## src/rtl/ppu_pixel_stream.sv

```systemverilog
// Purpose : buffers PPU pixel writes and re-emits them as a framed pixel stream; optional per-frame index sum (PPU_PIXEL_SUM_EN).
// Latency : one cycle from pop decision to registered pixel/pixel_en; at least GAP_CYC idle cycles between frame and the first pixel_en.
// Backpressure: out_ready=0 holds the FIFO head; writes into a full FIFO are dropped and set sticky overflow.
`timescale 1ns/1ps
module ppu_pixel_stream #(
    parameter int IMAGE_W    = 256,
    parameter int IMAGE_H    = 240,
    parameter int FIFO_DEPTH = 16,
    parameter int GAP_CYC    = 2
) (
    input  logic        clk,
    input  logic        rst_n,
    input  logic [7:0]  in_px,
    input  logic        in_valid,
    input  logic        in_sof,
    input  logic        out_ready,
    output logic [7:0]  pixel,
    output logic        pixel_en,
    output logic        frame,
    output logic [8:0]  px_x,
    output logic [7:0]  px_y,
    output logic [15:0] frame_cnt,
    output logic        overflow,
    output logic        short_frame,
    output logic [15:0] frame_sum
);

    localparam int AW       = $clog2(FIFO_DEPTH);
    localparam int CNTW     = AW + 1;
    localparam int TOTAL    = IMAGE_W * IMAGE_H;
    localparam int CW       = $clog2(TOTAL + 1);
    localparam int GW       = (GAP_CYC > 1) ? $clog2(GAP_CYC) : 1;
    // The pop cycle in STREAM is itself idle, so GAP only needs GAP_CYC-1 cycles.
    localparam int GAP_LAST = (GAP_CYC > 1) ? GAP_CYC - 2 : 0;

    localparam logic [CW-1:0]   TOTAL_C    = CW'(TOTAL);
    localparam logic [CW-1:0]   LAST_C     = CW'(TOTAL - 1);
    localparam logic [8:0]      X_LAST     = 9'(IMAGE_W - 1);
    localparam logic [7:0]      Y_LAST     = 8'(IMAGE_H - 1);
    localparam logic [GW-1:0]   GAP_LAST_C = GW'(GAP_LAST);
    localparam logic [CNTW-1:0] FULL_C     = CNTW'(FIFO_DEPTH);

    typedef enum logic [1:0] {S_IDLE, S_PULSE, S_GAP, S_STREAM} state_t;

    // FIFO storage: entry is {sof, px}
    logic [8:0]      fifo_q [FIFO_DEPTH];
    logic [AW-1:0]   wr_ptr_q, rd_ptr_q;
    logic [CNTW-1:0] cnt_q, cnt_d;
    logic            overflow_q;

    logic fifo_empty, fifo_full, head_sof;
    logic [7:0] head_px;
    logic push, pop, emit, go_pulse;

    // Output FSM state and registered outputs
    state_t      state_q;
    logic [GW-1:0] gap_q;
    logic [CW-1:0] pix_cnt_q;
    logic [8:0]  nx_q, px_x_q;
    logic [7:0]  ny_q, px_y_q;
    logic [7:0]  pixel_q;
    logic        pixel_en_q, frame_q, short_q;
    logic [15:0] frame_cnt_q;

    assign fifo_empty = (cnt_q == '0);
    assign fifo_full  = (cnt_q == FULL_C);
    assign head_sof   = fifo_q[rd_ptr_q][8];
    assign head_px    = fifo_q[rd_ptr_q][7:0];

    // Pop/emit/pulse decisions from current state and FIFO head
    always_comb begin
        pop      = 1'b0;
        emit     = 1'b0;
        go_pulse = 1'b0;
        case (state_q)
            S_IDLE: begin
                if (!fifo_empty) begin
                    if (head_sof) go_pulse = 1'b1;
                    else          pop      = 1'b1;
                end
            end
            S_STREAM: begin
                if (!fifo_empty && head_sof && (pix_cnt_q != '0)) begin
                    go_pulse = 1'b1;
                end else if (!fifo_empty && out_ready) begin
                    pop  = 1'b1;
                    emit = 1'b1;
                end
            end
            default: ;
        endcase
        // A pop in the same cycle frees a slot, so a write into a full FIFO is kept.
        push = in_valid && (!fifo_full || pop);
        cnt_d = cnt_q;
        case ({push, pop})
            2'b10:   cnt_d = cnt_q + CNTW'(1);
            2'b01:   cnt_d = cnt_q - CNTW'(1);
            default: cnt_d = cnt_q;
        endcase
    end

    // FIFO pointers, storage, occupancy and sticky overflow
    always_ff @(posedge clk or negedge rst_n) begin
        if (!rst_n) begin
            for (int i = 0; i < FIFO_DEPTH; i++) fifo_q[i] <= '0;
            wr_ptr_q   <= '0;
            rd_ptr_q   <= '0;
            cnt_q      <= '0;
            overflow_q <= 1'b0;
        end else begin
            if (push) begin
                fifo_q[wr_ptr_q] <= {in_sof, in_px};
                wr_ptr_q         <= wr_ptr_q + AW'(1);
            end
            if (pop) rd_ptr_q <= rd_ptr_q + AW'(1);
            cnt_q <= cnt_d;
            if (in_valid && !push) overflow_q <= 1'b1;
        end
    end

    // Output FSM with registered pixel, position and frame outputs
    always_ff @(posedge clk or negedge rst_n) begin
        if (!rst_n) begin
            state_q     <= S_IDLE;
            gap_q       <= '0;
            pix_cnt_q   <= '0;
            nx_q        <= '0;
            ny_q        <= '0;
            px_x_q      <= '0;
            px_y_q      <= '0;
            pixel_q     <= '0;
            pixel_en_q  <= 1'b0;
            frame_q     <= 1'b0;
            short_q     <= 1'b0;
            frame_cnt_q <= '0;
        end else begin
            frame_q    <= 1'b0;
            pixel_en_q <= 1'b0;
            if (go_pulse) begin
                if ((state_q == S_STREAM) && (pix_cnt_q < TOTAL_C)) short_q <= 1'b1;
                state_q     <= S_PULSE;
                frame_q     <= 1'b1;
                frame_cnt_q <= frame_cnt_q + 16'd1;
                px_x_q      <= '0;
                px_y_q      <= '0;
                nx_q        <= '0;
                ny_q        <= '0;
                pix_cnt_q   <= '0;
            end else begin
                case (state_q)
                    S_PULSE: begin
                        gap_q   <= '0;
                        state_q <= (GAP_CYC > 1) ? S_GAP : S_STREAM;
                    end
                    S_GAP: begin
                        if (gap_q == GAP_LAST_C) state_q <= S_STREAM;
                        else                     gap_q   <= gap_q + GW'(1);
                    end
                    S_STREAM: begin
                        if (emit) begin
                            pixel_q    <= head_px;
                            pixel_en_q <= 1'b1;
                            px_x_q     <= nx_q;
                            px_y_q     <= ny_q;
                            // Past the last raster position, hold the final coordinates.
                            if (pix_cnt_q < LAST_C) begin
                                if (nx_q == X_LAST) begin
                                    nx_q <= '0;
                                    if (ny_q != Y_LAST) ny_q <= ny_q + 8'd1;
                                end else begin
                                    nx_q <= nx_q + 9'd1;
                                end
                            end
                            if (pix_cnt_q != TOTAL_C) pix_cnt_q <= pix_cnt_q + CW'(1);
                        end
                    end
                    default: ;
                endcase
            end
        end
    end

`ifdef PPU_PIXEL_SUM_EN
    logic [15:0] acc_q, frame_sum_q;

    // Per-frame sum of palette indices, latched and cleared at each frame pulse
    always_ff @(posedge clk or negedge rst_n) begin
        if (!rst_n) begin
            acc_q       <= '0;
            frame_sum_q <= '0;
        end else if (go_pulse) begin
            frame_sum_q <= acc_q;
            acc_q       <= '0;
        end else if (emit) begin
            acc_q <= acc_q + {10'b0, head_px[5:0]};
        end
    end

    assign frame_sum = frame_sum_q;
`else
    assign frame_sum = '0;
`endif

    assign pixel       = pixel_q;
    assign pixel_en    = pixel_en_q;
    assign frame       = frame_q;
    assign px_x        = px_x_q;
    assign px_y        = px_y_q;
    assign frame_cnt   = frame_cnt_q;
    assign overflow    = overflow_q;
    assign short_frame = short_q;

endmodule

```

## config.mk

```make
export PLATFORM = sky130hd
export DESIGN_NAME = ppu_pixel_stream
export DESIGN_NICKNAME = d
export VERILOG_FILES = /design/src/rtl/ppu_pixel_stream.sv
export SDC_FILE = /design/constraint.sdc
export NUM_CORES = 1
export LEC_CHECK = 0
export BUFFER_PORTS_ARGS = -buffer_cell sky130_fd_sc_hd__buf_2
export CAP_MARGIN = 10
export CELL_PAD_IN_SITES_DETAIL_PLACEMENT = 0
export CELL_PAD_IN_SITES_GLOBAL_PLACEMENT = 1
export CORE_UTILIZATION = 30
export DETAILED_ROUTE_END_ITERATION = 8
export GPL_ROUTABILITY_DRIVEN = 0
export PLACE_DENSITY_LB_ADDON = 0.1
export SETUP_SLACK_MARGIN = 0.1
export SLEW_MARGIN = 20
export SYNTH_ARGS = -nofsm -noshare
export SYNTH_HDL_FRONTEND = slang
export SYNTH_SLANG_ARGS = --single-unit
```

## constraint.sdc

```tcl
create_clock -name clk -period 8.1 [get_ports clk]
set_input_delay 0 -clock clk [delete_from_list [all_inputs] [get_ports clk]]
set_output_delay 0 -clock clk [all_outputs]
set_load 0.05 [all_outputs]
```

# Word level (Yosys, flattened, before mapping)
# Index checks and enable logic that the tools add are counted.
[totals] input_bits=13 out_inout_bits=61 reg_bits=238
[op_classes] order_cmp=5 n_bitwise=3 addsub=9 n_mux=47 reduce_logical=31 n_eq_ne=10
[ops] operator="bitwise mux 144 bit" n=1
[ops] operator="2-to-1 mux 9 bit" n=11
[ops] operator="2-to-1 mux 8 bit" n=9
[ops] operator="2-to-1 mux 16 bit" n=4
[ops] operator="binary-select mux 9 bit (select 4 bit)" n=1
[ops] operator="demux 9 bit (select 4 bit)" n=1
[ops] operator="adder 16 x 1 -> 16 bit (second input constant)" n=2
[ops] operator="less-than comparator 16 bit (second input constant)" n=2
[ops] operator="inequality test 16 bit (second input constant)" n=1
[ops] operator="nonzero test 16 bit" n=1
[ops] operator="nonzero test 2 bit" n=8
[ops] operator="2-to-1 mux 1 bit" n=13
[ops] operator=">= comparator 5 bit (second input constant)" n=2
[ops] operator="NOT 4 -> 5 bit" n=2
[ops] operator="one-hot mux 5 bit (2 select lines)" n=1
[ops] operator="adder 9 x 1 -> 9 bit (second input constant)" n=1
[ops] operator="equality test 9 x 8 -> 1 bit (second input constant)" n=1
[ops] operator="AND reduction 3 bit" n=3
[ops] operator="adder 4 x 1 -> 4 bit (second input constant)" n=2
[ops] operator="adder 8 x 1 -> 8 bit (second input constant)" n=1
[ops] operator="inequality test 8 bit (second input constant)" n=1
[ops] operator="AND reduction 2 bit" n=4
[ops] operator="logical AND 1 bit" n=7
[ops] operator="equality test 2 bit (second input constant)" n=3
[ops] operator="other kinds (17)" n=23

# Longest topological paths before layout
[logic_depth] ltp_word=12 ltp_mapped=16 ltp_nobuf=15

# Least setup slack after synthesis
# Ideal clock, no wire load.
[synth_timing] path_kind="register to register" start="register rd_ptr_q[0]" end="register cnt_q[4]" setup_time_ps=126 stages_incl_launch_ff=17 n_path_buf=2 arrival_time_ps=2975 setup_slack_ps=4999 synth_period_minus_slack_ps=3101 path_cell_list="dfrtp_1 -> buf_6 -> and2b_1 -> a22oi_1 -> a21oi_1 -> or2_1 -> a21oi_1 -> buf_2 -> or2_2 -> inv_1 -> ha_1 -> nor2b_1 -> o21ai_0 -> nand2b_1 -> or3_1 -> mux2i_1 -> a31oi_1"
[synth_between] elab_chain_cells=12 word_cells_on_any_way=16 cone_classes="eq/ne: 2; mux: 8; bitwise: 1; reduce/logical: 5"
[synth_rtl] item="start, declared" line_no="47" rtl="logic [AW-1:0] wr_ptr_q, rd_ptr_q;"
[synth_rtl] item="start signal, assigned" line_no="115" rtl="if (pop) rd_ptr_q <= rd_ptr_q + AW'(1);"
[synth_rtl] item="NOT 4 -> 5 bit (implied by the code) *" line_no="67" rtl="assign head_sof = fifo_q[rd_ptr_q][8];"
[synth_rtl] item="binary-select mux 9 bit (select 4 bit) *" line_no="67"
[synth_rtl] item="2-to-1 mux 9 bit * (2 in series)"
[synth_rtl] item="logical AND 1 bit (2 in series)" line_no="83" rtl="if (!fifo_empty && head_sof && (pix_cnt_q != '0)) begin"
[synth_rtl] item="2-to-1 mux 1 bit" line_no="83"
[synth_rtl] item="one-hot mux 1 bit (2 select lines) *" line_no="75" rtl="case (state_q)"
[synth_rtl] item="logical OR 1 bit" line_no="93" rtl="push = in_valid && (!fifo_full || pop);"
[synth_rtl] item="logical AND 1 bit" line_no="93"
[synth_rtl] item="equality test 2 x 1 -> 1 bit or equality test 2 bit (tied branches)" line_no="95" rtl="case ({push, pop})"
[synth_rtl] item="one-hot mux 5 bit (2 select lines) or nonzero test 2 bit (tied branches)"
[synth_rtl] item="end signal, assigned" line_no="116" rtl="cnt_q <= cnt_d;"
[synth_rtl] item="end, declared" line_no="48" rtl="logic [CNTW-1:0] cnt_q, cnt_d;"
# Every way passes the cells marked *; elsewhere a longest branch is shown, timed or not. The select of a mux whose other input is x is not followed.
# A chain may end at the register's enable or synchronous reset.

# Worst setup path after layout
# Same ends and word-level chain as after synthesis.

==> results.yml <==
run_status:
  status: "finished, final reports clean"
setup_path:
  r2r-end: "cnt_q[4]"
  rr_worst_depth: 15
  cp_top_family: "simple AND/OR/NAND/NOR gates"
  critPathKind: "reg2reg"
  crit_slowest_cell: "buf_4"
  cp-start-kind: "flop"
  path_cells: "buf_4 > nor2_1 > a22oi_1 > a21oi_1 > or2_1 > a21oi_2 > or2_2 > inv_1 > ha_1 > nor2b_1 > o21ai_0 > nand2b_1 > or3_1 > mux2i_1 > a31oi_1"
  r2r-start: "rd_ptr_q[0]"
  critPathMaxStageDelay_ns: 0.63
  critPathBufInv: 2
  cp_max_fo: 39
  rrSetupSlack_ns: 4.08
  cp-end-kind: "flop"
  cp.required_ns: 8.53
  worst-endpoint-arrival_ns: 4.45
yosys:
  synth_edf_count: 0
  syn_inst: 825
  async_reset_ff_frac: 1.00
  ys.flop_type: "dfrtp_1"
  yosys_warnings: 0
  synth_cell_types: 58
  syn_avg_cell_area_um2: 13.8
  ys_ff_latch: 237
  ys_seq_area_frac: 0.521
  netlist_area_um2: 11400
place:
  dpl.cell_count: 1348
  pre_cts_slack_ns: 3.49
  portBuffers: 57
  place_hpwl_um: 17200
sta:
  slew_violations: 0
  layout_setup_ws_ns: 4.08
  hold_viol_final: 0
  totalNegativeSetupSlack_ns: 0
  post-route-period-util: 0.496
  worstMarginPinSlew_ns: 0.817
  holdWs_ns: 0.105
  setup_viol: 0
  grt_setup_unrepaired: "false"
  min_period_ns: 4.02
  max_freq_mhz: 249
  relSlewSlack: 0.455
  skew_ns: 0.0240
global_routing:
  grt_pass1_wl_um: 44000
  overflow: 0
  gr-usage-all-layers: 0.148
  antenna_found_initial: 1
  grt_max_degree: 101
  grt_pass1_vias: 7262
route:
  dr_total_vias: 6914
  drt_iter0_drc: 290
  vias_per_cell: 4.90
  wirelength_um: 28000
  dr.pass1.iters: 4
  ant_nets: 0
  wire_per_inst_um: 19.9
  drc: 0
clocking:
  cts_tree: "built"
  cts_resized: 0
  clk_latency_ns: 0.56
  ctsHoldBuffers: 10
  cts_inserted_buffers: 28
  cts_sinks: 237
  clock_path_buffers: 3
  clk_transition_reported_paths_ns: 0.06
  htree_num_levels: 1
  cts_setup_buffers: 0
  cts_root_buf: "clkbuf_16"
floorplanning:
  die_w_um: 197
  rows: 70
  initial_core_util: 0.308
  ios: 74
  design.die.area_um2: 38700
  coreArea_um2: 37000
  die-height_um: 197
final_layout:
  diodes: 0
  final_cells: 1411
  fill_cells: 3640
  final_nets: 916
  drive_gt1_frac: 0.361
  multiInputGateArea_um2: 5110
  area_growth_pct: 15.8
  layout.area.seq_um2: 5930
power_and_ir_drop:
  power_leakage_nw: 5.84
  power.density_nw_per_um2: 395
  total_power_mw: 5.20
  peakVddDrop_v: 0.000173
worst_hold_path:
  holdCritPathClass: "in2async"
flow_run:
  maxCapViolCount: 0
## stage by stage
stage	instance area, µm²	util
after global placement	12100	0.327
after CTS	13100	0.356
after global routing	13200	0.357
after detailed placement	12100	0.327
final	13200	0.357
after floorplan	11400	-
## state kept, by name, summed over array words and instances, names as in the netlist
register     count
pixel            8
ny_q             8
px_y             8
fifo_q         144
pixel_en         1
frame            1
rd_ptr_q         4
pix_cnt_q       16
nx_q             9
short_frame      1
state_q          2
frame_cnt       16
px_x             9
wr_ptr_q         4
cnt_q            5
overflow         1
## logic make-up (layout without fill, tap and decap cells)
logic type | count (synthesis) | after routing | synth area share
other cells | 1 | 16 | 0.000330
simple gates | 178 | 178 | 0.100
fa+ha+maj | 18 | 18 | 0.0205
mux | 208 | 208 | 0.250
flops | 237 | 237 | 0.521
buf+inv | 77 | 144 | 0.0351
xor+xnor | 44 | 44 | 0.0339
compound gates | 62 | 62 | 0.0385
## cells in the mapped netlist (2+ instances only)
| cell type | count | area (µm²) |
|---|---|---|
| buf_1 | 7 | 26.3 |
| nand3b_1 | 2 | 15.0 |
| buf_6 | 3 | 33.8 |
| nor3b_1 | 2 | 15.0 |
| buf_4 | 16 | 120 |
| mux4_1 | 8 | 210 |
| nor2_1 | 36 | 135 |
| and2_1 | 6 | 37.5 |
| mux2_2 | 148 | 1670 |
| clkbuf_1 | 23 | 86.3 |
| nor2b_1 | 5 | 31.3 |
| nand4_2 | 9 | 113 |
| o21ai_0 | 8 | 40.0 |
| or3_1 | 8 | 50.1 |
| nor4_1 | 14 | 87.6 |
| a21oi_1 | 18 | 90.1 |
| mux2i_1 | 11 | 110 |
| nand4_1 | 15 | 93.8 |
| nor4b_1 | 2 | 17.5 |
| nand2b_1 | 2 | 12.5 |
| dfrtp_1 | 237 | 5930 |
| or2_2 | 2 | 12.5 |
| a21o_1 | 2 | 15.0 |
| a22oi_1 | 4 | 30.0 |
| and3_1 | 9 | 56.3 |
| buf_2 | 9 | 45.0 |
| nand4_4 | 7 | 149 |
| xor2_1 | 9 | 78.8 |
| mux2_4 | 9 | 135 |
| nor3_1 | 6 | 30.0 |
| inv_1 | 18 | 67.6 |
| nand2_1 | 16 | 60.1 |
| o2bb2ai_1 | 2 | 17.5 |
| ha_1 | 17 | 213 |
| nand3_1 | 27 | 135 |
| nand4b_1 | 2 | 17.5 |
| a22o_1 | 18 | 158 |
| and4_1 | 2 | 17.5 |
| a211o_1 | 2 | 17.5 |
| xnor2_1 | 35 | 307 |
| mux4_2 | 32 | 721 |
## final cells by class
class / count / area share
Clock buffer: 42 / 0.0632
Clock inverter: 10 / 0.0104
Inverter: 18 / 0.00513
Multi-Input combinational cell: 526 / 0.388
Sequential cell: 237 / 0.450
Tap cell: 504 / 0.0479
Timing Repair Buffer: 74 / 0.0349
## cells in the final DEF, fill, tap and decap left out, types with 6 or more instances in the layout
master	instances
nand2_1	16
clkbuf_8	8
nand4_1	15
or3_1	8
dfrtp_1	235
nor4_1	14
buf_2	56
nor2_1	35
mux4_1	8
mux2_4	9
xnor2_1	35
mux4_2	32
mux2i_1	11
and3_1	9
clkinv_2	6
inv_1	18
clkbuf_16	28
nand4_4	7
a22o_1	18
dlygate4sd3_1	10
mux2_2	148
nand4_2	9
buf_4	6
conb_1	16
a21oi_1	17
ha_1	17
nor3_1	6
o21ai_0	8
nand3_1	27
and2_1	6
clkbuf_1	6
xor2_1	9
## per-layer routing
layer | up-vias | share of wire | GRT usage
met5 | - | 0 | 0
met4 | 0 | 0.028 | 0.0436
met3 | 50 | 0.037 | 0.0224
met2 | 123 | 0.49 | 0.246
met1 | 3600 | 0.45 | 0.200
li1 | 3141 | - | -
## report_power, final
| group | switching [mW] | total [mW] | leakage [nW] | internal (mW) |
|---|---|---|---|---|
| Clock | 0.508 | 1.31 | 0.482 | 0.803 |
| Combinational | 1.03 | 1.97 | 2.34 | 0.937 |
| Sequential | 0.290 | 1.92 | 3.02 | 1.63 |
| Total | 1.83 | 5.20 | 5.84 | 3.37 |
## worst max path at each step
stage                     start  endpoint  slack (ns)  cells after the start
CTS                 rd_ptr_q[2]  cnt_q[4]        3.47                     14
finish              rd_ptr_q[0]  cnt_q[4]        4.08                     15
floorplan           rd_ptr_q[0]  cnt_q[4]        5.00                     16
global placement    rd_ptr_q[2]  cnt_q[4]        3.62                     14
global route        rd_ptr_q[0]  cnt_q[4]        3.64                     15
detailed placement  rd_ptr_q[2]  cnt_q[4]        3.49                     14
## worst register-to-register path, stage by stage, from the launching register on
cell and delay (ns):
dfrtp_2 0.34, buf_4 0.63, nor2_1 0.15, a22oi_1 0.26, a21oi_1 0.13, or2_1 0.32
a21oi_2 0.54, or2_2 0.25, inv_1 0.07, ha_1 0.31, nor2b_1 0.14, o21ai_0 0.14
nand2b_1 0.12, or3_1 0.31, mux2i_1 0.13, a31oi_1 0.06
Note: power is estimated with default switching activity, not from simulation.
